==> config.mk <==
export PLATFORM = sky130hd
export DESIGN_NAME = can_frame_header_decoder
export DESIGN_NICKNAME = d
export VERILOG_FILES = /design/src/rtl/can_frame_header_decoder.sv
export SDC_FILE = /design/constraint.sdc
export NUM_CORES = 1
export LEC_CHECK = 0
export BUFFER_PORTS_ARGS = -buffer_cell sky130_fd_sc_hd__buf_4
export CORE_MARGIN = 4
export CORE_UTILIZATION = 40
export DETAILED_ROUTE_END_ITERATION = 8
export SLEW_MARGIN = 30
export SYNTH_ARGS = -nofsm -noshare
export SYNTH_HDL_FRONTEND = slang
export SYNTH_SLANG_ARGS = --single-unit
==> constraint.sdc <==
create_clock -name clk -period 7.7 [get_ports clk]
set_clock_uncertainty 0.2 [all_clocks]
set_input_delay 1.54 -clock clk [delete_from_list [all_inputs] [get_ports clk]]
set_output_delay 1.54 -clock clk [all_outputs]
set_load 0.01 [all_outputs]
==> src/rtl/can_frame_header_decoder.sv <==
// CAN arbitration/control field decoder.
// Votes the sampled bus bit, removes and checks stuff bits, and decodes
// base/extended ID, RTR, IDE, FDF/BRS/ESI (optional FD) and DLC, together
// with the resulting payload byte count.
module can_frame_header_decoder #(
    parameter int SAMPLES_PER_BIT = 3,
    parameter int FD_SUPPORT      = 0,
    parameter int STUFF_LEN       = 5
) (
    input  logic        clk,
    input  logic        reset,
    input  logic        enable,
    input  logic        dIn,
    input  logic        samplePulse,
    output logic [28:0] canId,
    output logic        ide,
    output logic        rtr,
    output logic        fdf,
    output logic        brs,
    output logic        esi,
    output logic [3:0]  dlc,
    output logic [6:0]  byteCount,
    output logic        headerDone,
    output logic        stuffError,
    output logic        busy
);

    typedef enum logic [3:0] {
        IDLE, BASE_ID, RTR_SRR, IDE_BIT, EXT_ID, EXT_RTR, FDF_BIT, SKIP, DLC_F, DONE, ERROR
    } state_t;

    localparam logic [1:0] VOTE_LAST = 2'(SAMPLES_PER_BIT - 1);
    localparam logic [3:0] VOTE_SPB  = 4'(SAMPLES_PER_BIT);
    localparam logic [2:0] RUN_MAX   = 3'(STUFF_LEN);
    localparam logic       FD_EN     = (FD_SUPPORT != 0);

    // Majority of the collected samples; degenerates to the sample itself for one sample per bit.
    function automatic logic vote_bit(input logic [1:0] ones, input logic d);
        logic [2:0] total;
        total = {1'b0, ones} + {2'b00, d};
        return ({total, 1'b0} > VOTE_SPB);
    endfunction

    // Payload size from DLC; FD lengths only apply to FD frames.
    function automatic logic [6:0] dlc_to_bytes(input logic [3:0] code, input logic fd);
        logic [6:0] n;
        if (code <= 4'd8) begin
            n = {3'b000, code};
        end else if (!fd) begin
            n = 7'd8;
        end else begin
            case (code)
                4'd9:    n = 7'd12;
                4'd10:   n = 7'd16;
                4'd11:   n = 7'd20;
                4'd12:   n = 7'd24;
                4'd13:   n = 7'd32;
                4'd14:   n = 7'd48;
                default: n = 7'd64;
            endcase
        end
        return n;
    endfunction

    logic [1:0]  vote_cnt_q, ones_q;
    logic        bit_q, bit_stb_q;
    state_t      state_q, state_d;
    logic        last_bit_q, last_bit_d;
    logic [2:0]  run_len_q, run_len_d;
    logic [4:0]  fld_cnt_q, fld_cnt_d;
    logic [1:0]  skip_q, skip_d;
    logic [28:0] id_q, id_d;
    logic        ide_q, ide_d, rtr_q, rtr_d, fdf_q, fdf_d, brs_q, brs_d, esi_q, esi_d;
    logic [3:0]  dlc_q, dlc_d;
    logic [6:0]  byte_cnt_q, byte_cnt_d;
    logic        done_q, err_q, busy_q;
    logic        data_stb_s, fdf_bit_s;

    // Sample voting: accumulate strobes, register the voted bit and pulse bit_stb_q.
    always_ff @(posedge clk or posedge reset) begin
        if (reset) begin
            vote_cnt_q <= 2'd0;
            ones_q     <= 2'd0;
            bit_q      <= 1'b0;
            bit_stb_q  <= 1'b0;
        end else if (!enable) begin
            vote_cnt_q <= 2'd0;
            ones_q     <= 2'd0;
            bit_stb_q  <= 1'b0;
        end else if (samplePulse) begin
            if (vote_cnt_q == VOTE_LAST) begin
                bit_q      <= vote_bit(ones_q, dIn);
                bit_stb_q  <= 1'b1;
                vote_cnt_q <= 2'd0;
                ones_q     <= 2'd0;
            end else begin
                vote_cnt_q <= vote_cnt_q + 2'd1;
                ones_q     <= ones_q + {1'b0, dIn};
                bit_stb_q  <= 1'b0;
            end
        end else begin
            bit_stb_q <= 1'b0;
        end
    end

    // Next-state: destuffing, field sequencing and field capture.
    always_comb begin
        state_d    = state_q;
        last_bit_d = last_bit_q;
        run_len_d  = run_len_q;
        fld_cnt_d  = fld_cnt_q;
        skip_d     = skip_q;
        id_d       = id_q;
        ide_d      = ide_q;
        rtr_d      = rtr_q;
        fdf_d      = fdf_q;
        brs_d      = brs_q;
        esi_d      = esi_q;
        dlc_d      = dlc_q;
        data_stb_s = 1'b0;
        fdf_bit_s  = bit_q & FD_EN;

        if (!enable) begin
            state_d = IDLE;
        end else if (!bit_stb_q) begin
            state_d = state_q;
        end else if (state_q == IDLE) begin
            if (!bit_q) begin
                // Start of frame: fresh run tracking and cleared fields.
                state_d    = BASE_ID;
                last_bit_d = 1'b0;
                run_len_d  = 3'd1;
                fld_cnt_d  = 5'd0;
                skip_d     = 2'd0;
                id_d       = 29'd0;
                ide_d      = 1'b0;
                rtr_d      = 1'b0;
                fdf_d      = 1'b0;
                brs_d      = 1'b0;
                esi_d      = 1'b0;
                dlc_d      = 4'd0;
            end else begin
                state_d = IDLE;
            end
        end else if (state_q == DONE || state_q == ERROR) begin
            state_d = state_q;
        end else if (run_len_q == RUN_MAX) begin
            // This bit must be a stuff bit of opposite polarity.
            if (bit_q != last_bit_q) begin
                last_bit_d = bit_q;
                run_len_d  = 3'd1;
            end else begin
                state_d = ERROR;
            end
        end else begin
            data_stb_s = 1'b1;
            if (bit_q == last_bit_q) begin
                run_len_d = run_len_q + 3'd1;
            end else begin
                run_len_d  = 3'd1;
                last_bit_d = bit_q;
            end
        end

        if (data_stb_s) begin
            case (state_q)
                BASE_ID: begin
                    id_d = {id_q[27:0], bit_q};
                    if (fld_cnt_q == 5'd10) begin
                        fld_cnt_d = 5'd0;
                        state_d   = RTR_SRR;
                    end else begin
                        fld_cnt_d = fld_cnt_q + 5'd1;
                    end
                end
                RTR_SRR: begin
                    rtr_d   = bit_q;
                    state_d = IDE_BIT;
                end
                IDE_BIT: begin
                    ide_d   = bit_q;
                    state_d = bit_q ? EXT_ID : FDF_BIT;
                end
                EXT_ID: begin
                    id_d = {id_q[27:0], bit_q};
                    if (fld_cnt_q == 5'd17) begin
                        fld_cnt_d = 5'd0;
                        state_d   = EXT_RTR;
                    end else begin
                        fld_cnt_d = fld_cnt_q + 5'd1;
                    end
                end
                EXT_RTR: begin
                    rtr_d   = bit_q;
                    state_d = FDF_BIT;
                end
                FDF_BIT: begin
                    fdf_d = fdf_bit_s;
                    if (fdf_bit_s) begin
                        rtr_d   = 1'b0;
                        skip_d  = 2'd3;
                        state_d = SKIP;
                    end else if (ide_q) begin
                        skip_d  = 2'd1;
                        state_d = SKIP;
                    end else begin
                        state_d = DLC_F;
                    end
                end
                SKIP: begin
                    // FD skip order is res, BRS, ESI.
                    if (fdf_q && skip_q == 2'd2) begin
                        brs_d = bit_q;
                    end else if (fdf_q && skip_q == 2'd1) begin
                        esi_d = bit_q;
                    end else begin
                        brs_d = brs_q;
                    end
                    skip_d  = skip_q - 2'd1;
                    state_d = (skip_q == 2'd1) ? DLC_F : SKIP;
                end
                DLC_F: begin
                    dlc_d = {dlc_q[2:0], bit_q};
                    if (fld_cnt_q == 5'd3) begin
                        fld_cnt_d = 5'd0;
                        state_d   = DONE;
                    end else begin
                        fld_cnt_d = fld_cnt_q + 5'd1;
                    end
                end
                default: state_d = state_q;
            endcase
        end else begin
            fld_cnt_d = fld_cnt_d;
        end

        byte_cnt_d = dlc_to_bytes(dlc_d, fdf_d);
    end

    // State, field and status registers; status flags follow the next state.
    always_ff @(posedge clk or posedge reset) begin
        if (reset) begin
            state_q    <= IDLE;
            last_bit_q <= 1'b0;
            run_len_q  <= 3'd0;
            fld_cnt_q  <= 5'd0;
            skip_q     <= 2'd0;
            id_q       <= 29'd0;
            ide_q      <= 1'b0;
            rtr_q      <= 1'b0;
            fdf_q      <= 1'b0;
            brs_q      <= 1'b0;
            esi_q      <= 1'b0;
            dlc_q      <= 4'd0;
            byte_cnt_q <= 7'd0;
            done_q     <= 1'b0;
            err_q      <= 1'b0;
            busy_q     <= 1'b0;
        end else begin
            state_q    <= state_d;
            last_bit_q <= last_bit_d;
            run_len_q  <= run_len_d;
            fld_cnt_q  <= fld_cnt_d;
            skip_q     <= skip_d;
            id_q       <= id_d;
            ide_q      <= ide_d;
            rtr_q      <= rtr_d;
            fdf_q      <= fdf_d;
            brs_q      <= brs_d;
            esi_q      <= esi_d;
            dlc_q      <= dlc_d;
            byte_cnt_q <= byte_cnt_d;
            done_q     <= (state_d == DONE);
            err_q      <= (state_d == ERROR);
            busy_q     <= !(state_d == IDLE || state_d == DONE || state_d == ERROR);
        end
    end

    assign canId      = id_q;
    assign ide        = ide_q;
    assign rtr        = rtr_q;
    assign fdf        = fdf_q;
    assign brs        = brs_q;
    assign esi        = esi_q;
    assign dlc        = dlc_q;
    assign byteCount  = byte_cnt_q;
    assign headerDone = done_q;
    assign stuffError = err_q;
    assign busy       = busy_q;

endmodule

==> results.cfg <==
[outcome]
status = complete, no violations

[critical_path]
cp-end-kind = flip-flop
r2r-start = state_q[1]
crit_path_max_fanout = 7
crit_required_ps = 7780
cp.arrival_ps = 3510
critPathKind = in2reg
startpoint_type = input pin
critPathLaunch = enable

[yosys]
yosysSeqAreaShare = 0.466
synth_area_per_cell_um2 = 9.19
ys_async_sr_fraction = 1.00
synth_simple_gate_area_share = 0.245
synth_edf_count = 0
yosys_warnings = 0
synth_seq_cells = 69
synth_top_area_share = 0.466
synth_cells = 403
synthAdderAreaFrac = 0.0304
yosys.area.top_type = dfrtp_1
ys_top_cells_by_area = dfrtp_1 (47%), nand2_1 (7.8%), o21ai_0 (3.2%)
synth_flop_cell = dfrtp_1
synth_xor_area_frac = 0.00709
ys_types = 66
syn-num-nets = 417
syn_area_um2 = 3700
synth_top_family_by_area = simple AND/OR/NAND/NOR gates
muxShareOfSynthArea = 0.0108
synth_compound_gate_area_share = 0.190

[floorplan]
die_y_um = 104
dieWidth_um = 104
dieArea_um2 = 10900
start_util = 0.419
core_um2 = 8850
row_count = 34
ios = 53

[drt]
drt-pass1-iter-count = 4
drc = 0
ant_nets = 0
via_per_inst = 5.37
wl_per_cell_um = 15.0
drt_wl_total_um = 8350
drt-initial-drc-count = 213
via_count = 2991

[worst_hold_path]
min_path_type = reg2reg
min_from = run_len_q[1]

[timing]
max_freq_mhz = 292
hold_viol_final = 0
fin_setup_tns_ps = 0
setup_violations = 0
setup_ws_ps = 4270
period_share = 0.445
slew_viol_final = 0
maxSlewHeadroom = 0.450
rsz0062_at_grt = false
min_period_ps = 3430
holdWs_ps = 313
tightest_slew_ps = 825

[placed_design]
placed_area_um2 = 4180
dp_hpwl_um = 5700
gp_congestion = 0.849
io_buffers = 52
place_ws_ps = 3960

[global_routing]
grt_pass1_vias = 2951
overflow = 0
gr-usage-all-layers = 0.160
grt_pass1_wl_um = 14400
grt_max_degree = 70
antenna_found_initial = 0

[power]
p_per_area_nw_per_um2 = 161
ir_worst_vdd_v = 0.0000912
p_leak_nw = 1.91
totalPowerFinal_uw = 706

[clock_network]
numCtsBuffers = 9
post_cts_buffers = 0
cts_htree_levels = 3
cts_resized = 0
holdBufCountCts = 0
cts.clk_slew.worst_paths_ps = 80
cts_root_buffer = clkbuf_8
clockBufferDepth = 2
cts_tree = done
cts.sinks = 69
insertion_delay_ps = 340

[cells_and_area]
layout_commonest_cell = nand2_1
multi_input_area_um2 = 1800
n_antenna_cell = 0
regArea_um2 = 1730
n_fill_cell = 860
nNetsFinal = 458
final_cell_mix = nand2_1 (77), dfrtp_1 (69), buf_4 (54)
drive_gt1_frac = 0.205
finish.instance_area_um2 = 4390
syn2layout_area_growth_pct = 18.5

[run]
cap_violations = 0
-- critical path, cell delays in order --
cell      delay, ps
buf_4           120
nand2_1          90
a211oi_1        450
and2_1          420
mux2i_1         510
inv_2           100
a21oi_1         170
o21a_1          120
-- cells by family (layout without fill, tap and decap cells) --
family / count (synthesis) / after routing
AND/OR/NAND/NOR: 170 / 170
AO/OA/AOI/OAI: 104 / 104
flip-flops: 69 / 69
buffers and inverters: 44 / 90
adder cells (fa/ha/maj): 9 / 9
multiplexers: 4 / 4
XOR/XNOR: 3 / 3
-- path summary, 6_finish.rpt --
kind	to	slack, ps	cells past startpoint
max in group asynchronous	bit_stb_q	5700	3
hold / removal	run_len_q[1]	310	2
hold reg to reg	run_len_q[1]	310	2
setup reg to reg	byteCount[3]	4430	7
min in group asynchronous	stuffError	1150	3
setup / recovery	byteCount[3]	4270	8
-- routing by layer --
| metal | vias up | wire [µm] | track usage |
|---|---|---|---|
| met5 | - | 0 | 0 |
| met4 | 0 | 76 | 0.0494 |
| met3 | 8 | 259 | 0.0310 |
| met2 | 44 | 4030 | 0.266 |
| met1 | 1426 | 3990 | 0.209 |
| li1 | 1513 | - | - |
-- Yosys cell counts, types with 3 or more instances --
master    number
a31oi_1        4
clkbuf_1      16
ha_1           9
a21oi_1       11
buf_2          9
nand3b_1       4
o31ai_1        5
o21ai_1       21
mux2i_1        4
inv_1         14
dfrtp_1       69
nor4_1         3
o21ai_0       24
nor2_1        14
nand2_1       77
a22o_1         3
nand2b_1      11
nor2b_1        4
o21a_1         4
o211ai_1       4
nor3_1         3
a211oi_1       5
nand4b_1       3
nand3_1       20
or3_1          3
inv_2          3
and2_1         7
-- state kept, by name, indices dropped and copies added (netlist names), 3 cells and up --
name	flops
fld_cnt_q	5
byteCount	7
canId	29
run_len_q	3
dlc	4
state_q	4
-- per-stage QoR --
stage	util	std cells
6_report	0.496	557
3_3_place_gp	0.467	539
2_1_floorplan	-	403
5_1_grt	0.496	557
3_5_place_dp	0.472	541
4_1_cts	0.496	557
-- report_power, final --
| group | total [mW] | switching [mW] | internal (mW) |
|---|---|---|---|
| logic | 0.0264 | 0.0177 | 0.00870 |
| clock network | 0.310 | 0.149 | 0.161 |
| registers | 0.370 | 0.00441 | 0.365 |
-- layout make-up --
type / count / share of cell area
tap: 108 / 0.0308
timing repair buffer: 57 / 0.105
clock buffer: 10 / 0.0313
sequential: 69 / 0.393
multi-input combinational: 290 / 0.410
clock inverter: 6 / 0.0160
inverter: 17 / 0.0145
(Power assumes the default switching activity.)
